<file path="src/rtl/int_to_float_seq.sv">
// Iterative 32-bit integer (signed/unsigned) to IEEE-754 single converter with RNE rounding.
// Optional ITOF_INEXACT_FLAG_EN adds an inexact flag output valid alongside out_valid.
module int_to_float_seq #(
  parameter int unsigned STEP = 1
) (
  input  logic        clk,
  input  logic        rst,
  input  logic        in_valid,
  output logic        in_ready,
  input  logic [31:0] in_data,
  input  logic        in_signed,
  output logic        out_valid,
  input  logic        out_ready,
  output logic [31:0] out_data,
`ifdef ITOF_INEXACT_FLAG_EN
  output logic        inexact,
`endif
  output logic        busy
);

  localparam int unsigned SC_W = 6;
  localparam logic [1:0] IDLE  = 2'd0;
  localparam logic [1:0] NORM  = 2'd1;
  localparam logic [1:0] ROUND = 2'd2;
  localparam logic [1:0] DONE  = 2'd3;

  logic [1:0]      state_q, state_d;
  logic            sign_q, sign_d;
  logic [31:0]     mag_q, mag_d;
  logic [SC_W-1:0] sc_q, sc_d;
  logic            in_ready_q, in_ready_d;
  logic            out_valid_q, out_valid_d;
  logic [31:0]     out_data_q, out_data_d;
  logic            busy_q, busy_d;
  logic            inexact_q, inexact_d;

  logic [31:0] in_mag;
  logic        in_sign;
  logic        guard, sticky, round_up;
  logic [23:0] man_sum;
  logic [7:0]  exp_base, exp_rnd;

  // Operand magnitude and sign at the input boundary
  always_comb begin
    in_sign = in_signed & in_data[31];
    in_mag  = in_sign ? (~in_data + 32'd1) : in_data;
  end

  // Round-to-nearest-even on the normalised magnitude
  always_comb begin
    guard    = mag_q[7];
    sticky   = |mag_q[6:0];
    round_up = guard & (sticky | mag_q[8]);
    man_sum  = {1'b0, mag_q[30:8]} + 24'(round_up);
    exp_base = 8'd158 - {2'b00, sc_q};
    exp_rnd  = exp_base + 8'(man_sum[23]);
  end

  always_comb begin
    state_d    = state_q;
    sign_d     = sign_q;
    mag_d      = mag_q;
    sc_d       = sc_q;
    out_data_d = out_data_q;
    inexact_d  = inexact_q;
    unique case (state_q)
      IDLE: begin
        if (in_valid && in_ready_q) begin
          sign_d  = in_sign;
          mag_d   = in_mag;
          sc_d    = '0;
          // Zero skips the normaliser; ROUND emits +0 for an unnormalised magnitude
          state_d = (in_mag == 32'd0) ? ROUND : NORM;
        end
      end
      NORM: begin
        if (mag_q[31]) begin
          state_d = ROUND;
        end else if (mag_q[31 -: STEP] == '0) begin
          mag_d = mag_q << STEP;
          sc_d  = sc_q + SC_W'(STEP);
        end else begin
          mag_d = mag_q << 1;
          sc_d  = sc_q + SC_W'(1);
        end
      end
      ROUND: begin
        state_d    = DONE;
        out_data_d = mag_q[31] ? {sign_q, exp_rnd, man_sum[22:0]} : 32'd0;
        inexact_d  = guard | sticky;
      end
      DONE: begin
        if (out_ready) begin
          state_d   = IDLE;
          inexact_d = 1'b0;
        end
      end
    endcase
    out_valid_d = (state_d == DONE);
    in_ready_d  = (state_d == IDLE);
    busy_d      = (state_d != IDLE);
  end

  always_ff @(posedge clk) begin
    if (rst) begin
      state_q     <= IDLE;
      sign_q      <= 1'b0;
      mag_q       <= '0;
      sc_q        <= '0;
      in_ready_q  <= 1'b1;
      out_valid_q <= 1'b0;
      out_data_q  <= '0;
      busy_q      <= 1'b0;
      inexact_q   <= 1'b0;
    end else begin
      state_q     <= state_d;
      sign_q      <= sign_d;
      mag_q       <= mag_d;
      sc_q        <= sc_d;
      in_ready_q  <= in_ready_d;
      out_valid_q <= out_valid_d;
      out_data_q  <= out_data_d;
      busy_q      <= busy_d;
      inexact_q   <= inexact_d;
    end
  end

  assign in_ready  = in_ready_q;
  assign out_valid = out_valid_q;
  assign out_data  = out_data_q;
  assign busy      = busy_q;
`ifdef ITOF_INEXACT_FLAG_EN
  assign inexact   = inexact_q;
`else
  logic unused_inexact;
  assign unused_inexact = inexact_q;
`endif

endmodule

</file>
<file path="config.mk">
export PLATFORM = sky130hd
export DESIGN_NAME = int_to_float_seq
export DESIGN_NICKNAME = d
export VERILOG_FILES = /design/src/rtl/int_to_float_seq.sv
export SDC_FILE = /design/constraint.sdc
export NUM_CORES = 1
export LEC_CHECK = 0
export CAP_MARGIN = 15
export CORE_ASPECT_RATIO = 0.6
export CORE_MARGIN = 3
export CORE_UTILIZATION = 40
export CTS_CLUSTER_DIAMETER = 30
export DETAILED_ROUTE_END_ITERATION = 6
export GPL_ROUTABILITY_DRIVEN = 0
export PLACE_DENSITY_LB_ADDON = 0.25
export SLEW_MARGIN = 20
export SYNTH_ARGS = -nofsm -noshare
export SYNTH_HDL_FRONTEND = slang
export SYNTH_SLANG_ARGS = --single-unit
</file>
<file path="constraint.sdc">
create_clock -name clk -period 3.5 [get_ports clk]
set_clock_uncertainty 0.2 [all_clocks]
set_input_delay 1.05 -clock clk [delete_from_list [all_inputs] [get_ports clk]]
set_output_delay 1.05 -clock clk [all_outputs]
set_load 0.005 [all_outputs]
</file>
==> key figures <==
Global route
  – Initial antenna violation count: 0
  – All-Layer GR Usage: 0.217
  – Global-route wire length before repair: 21600 microns
  – Largest net degree at the start of global routing: 46
  – Global route overflow: 0
  – Number of global-route vias before repair: 4412

STA
  – Fin. Hold Viols: 0
  – Worst setup margin: 0.0833 ns
  – Slew headroom: 0.566
  – Fin. max-slew vios: 0
  – Final min period: 3.42 ns
  – Final critical-path share of the clock period: 0.976
  – RSZ-0062 raised after global routing: no
  – Fmax: 293 MHz
  – Final setup vio count: 0
  – Slew @ Worst Pin: 0.648 ns

Clocking
  – Htree depth: 3
  – Clock Sinks: 76
  – CTS Buf Count: 9
  – Clock buffer depth: 2
  – CTS tree: built
  – Root Driver: clkbuf_16
  – Clk Latency, worst-skew pair: 0.34 ns
  – Reg clk slew, reported paths: 0.06 ns

Detailed routing
  – Via density: 5.71
  – Drt first pass iters: 6
  – Initial DRC count: 434
  – DR DRC count: 0
  – WL final: 13400 microns
  – Detailed-route via count: 4663
  – WL/cell: 16.4 microns
  – Antenna Violating Nets Remaining: 0

Run
  – Max_cap viols: 0

Synthesis
  – Top cells by area, synth: dfxtp_1 (35%), a22oi_1 (9.1%), nor2_1 (6.2%), xor2_1 (6.0%), xnor2_1 (5.6%)
  – Post-synth EDFFs: 0
  – Cell taking the most area after synthesis: dfxtp_1
  – Top_reg_cell synth: dfxtp_1
  – Syn_area_per_cell: 8.00 sq um
  – Fraction of the yosys area taken by sequential cells: 0.347
  – Synth Net Count: 591
  – Unique masters post-synth: 56
  – FF+latch count, synth: 76
  – Post-synth ARST share: 0
  – Most common cell in the synthesized netlist: dfxtp_1
  – Synth top area share: 0.347
  – Cells after synthesis: 549
  – Synth cell count leaders: dfxtp_1 (76), nor2_1 (73), a22oi_1 (53)
  – Cell area after synthesis: 4390 sq um
  – YS warnings: 0

Cells and area
  – Layout area overhead: 41.4%
  – Final core utilization: 0.605
  – Share of cells above drive strength 1: 0.197
  – Fillers: 903
  – Ant. Diodes: 0
  – Final nets: 718

Power
  – Static Leakage: 2.42 nW
  – Peak supply drop: 0.279 mV
  – Power per cell area: 454 nW/um^2

Critical path
  – CP top delay family: simple AND/OR/NAND/NOR gates
  – Worst setup EP type: flip-flop
  – Critical path type: in2reg
  – Crit path max-delay cell type: or4_4
  – CP Launch Type: primary input
  – Worst path buffer plus inverter count: 2
  – CP peak stage delay: 0.58 ns
  – Cell chain of the critical path: clkdlybuf4s15_1 -> or4_4 -> nor3b_4 -> buf_6 -> nand2_2 -> or3_4 -> a211o_4 -> a21oi_2 -> nand4_1 -> o2bb2ai_1
  – Required @ worst endpoint: 3.51 ns
  – Worst-path maximum fanout: 3
  – CP arrival: 3.42 ns

Die
  – Top Ports: 72
  – Die Wd: 141 microns
  – Row count: 28
  – Die height: 87.2 microns
  – Core area: 10300 sq um
  – Die area: 12300 sq um
  – Initial Util: 0.428

Placed design
  – Port bufs: 71
  – Pre-CTS WS: -0.441 ns
  – HPWL Detailed: 9800 microns

Worst hold path
  – Min-delay worst type: reg2reg

Outcome
  – Status: complete, no violations
cell type report:
class	instances	area (sq um)	share of cell area
Sequential cell	76	1520	0.245
Timing Repair Buffer	150	1340	0.216
Inverter	6	22.5	0.00363
Tap cell	135	169	0.0272
Clock inverter	7	91.3	0.0147
Clock buffer	9	225	0.0363
Multi-Input combinational cell	433	2840	0.457
registers in the layout (all words and copies together) (netlist names):
name,flops
busy,1
in_ready,1
mag_q,32
out_data,32
out_valid,1
sc_q,6
sign_q,1
state_q,2
stage by stage:
step / instances / instance area [sq um] / setup TNS (ns) / total power, W / hold slack (ns)
floorplan: 549 / 4390 / 0 / 0.00154 / 0.237
global placement: 794 / 5660 / -1.75 / 0.00180 / 0.242
detailed placement: 794 / 5660 / -2.42 / 0.00182 / 0.246
CTS: 812 / 6050 / 0 / 0.00281 / 0.254
global route: 816 / 6210 / 0 / 0.00295 / 0.276
finish: 816 / 6210 / 0 / 0.00282 / 0.248
worst paths after layout:
path	startpoint	to	slack [ns]	depth (start not counted)
setup / recovery	in_data[6]	state_q[0]	0.08	10
hold / removal	out_data[0]	out_data[0]	0.25	2
setup reg to reg	mag_q[7]	out_data[27]	0.63	11
hold reg to reg	out_data[0]	out_data[0]	0.25	2
power breakdown:
group	total [W]	leakage, nW	switching, W	internal (W)
sequential	0.00108	0.618	0.000119	0.000965
clock	0.000984	0.155	0.000363	0.000621
combinational	0.000747	1.65	0.000433	0.000314
total	0.00282	2.42	0.000915	0.00190
routing by layer:
metal  up-vias  routed length [microns]  track usage
met2       210                     5850        0.344
met3        20                     1100       0.0636
li1       2255                        -            -
met1      2178                     6200        0.288
met4         0                      221       0.0651
met5         -                        0            0
worst reg2reg max path: stages, from the launching register on:
cell and delay [ns]:
dfxtp_1 0.43, nand4_1 0.19, nor3_1 0.40, nand4_1 0.26
nor2_1 0.31, nand3_1 0.12, ha_1 0.21, ha_1 0.22
nand3_1 0.11, xor2_1 0.07, a22oi_1 0.16, nor2_1 0.06
cell usage in the layout, fill, tap and decap left out, types with 10 or more instances in the layout:
master            n
buf_4            77
o21ai_0          10
nand3_1          14
xnor2_1          27
dlymetal6s2s_1   11
clkdlybuf4s50_1  56
nand2_1          49
nand4_1          14
nor2_1           71
dfxtp_1          76
nor3_1           24
a22oi_1          53
xor2_1           29
a21oi_1          42
timing repair:
action	in CTS	in global routing
gates resized for setup	13	34
setup endpoints to repair	2	7
hold buffers	0	0
pin swaps	9	19
setup buffers	2	4
cell families after synthesis:
family	Yosys count	synth area share
xor+xnor	58	0.116
compound gates	140	0.217
simple gates	228	0.259
flops	76	0.347
mux	2	0.00484
buf+inv	40	0.0430
fa+ha+maj	5	0.0142
Power figures use the tool's default switching activity.
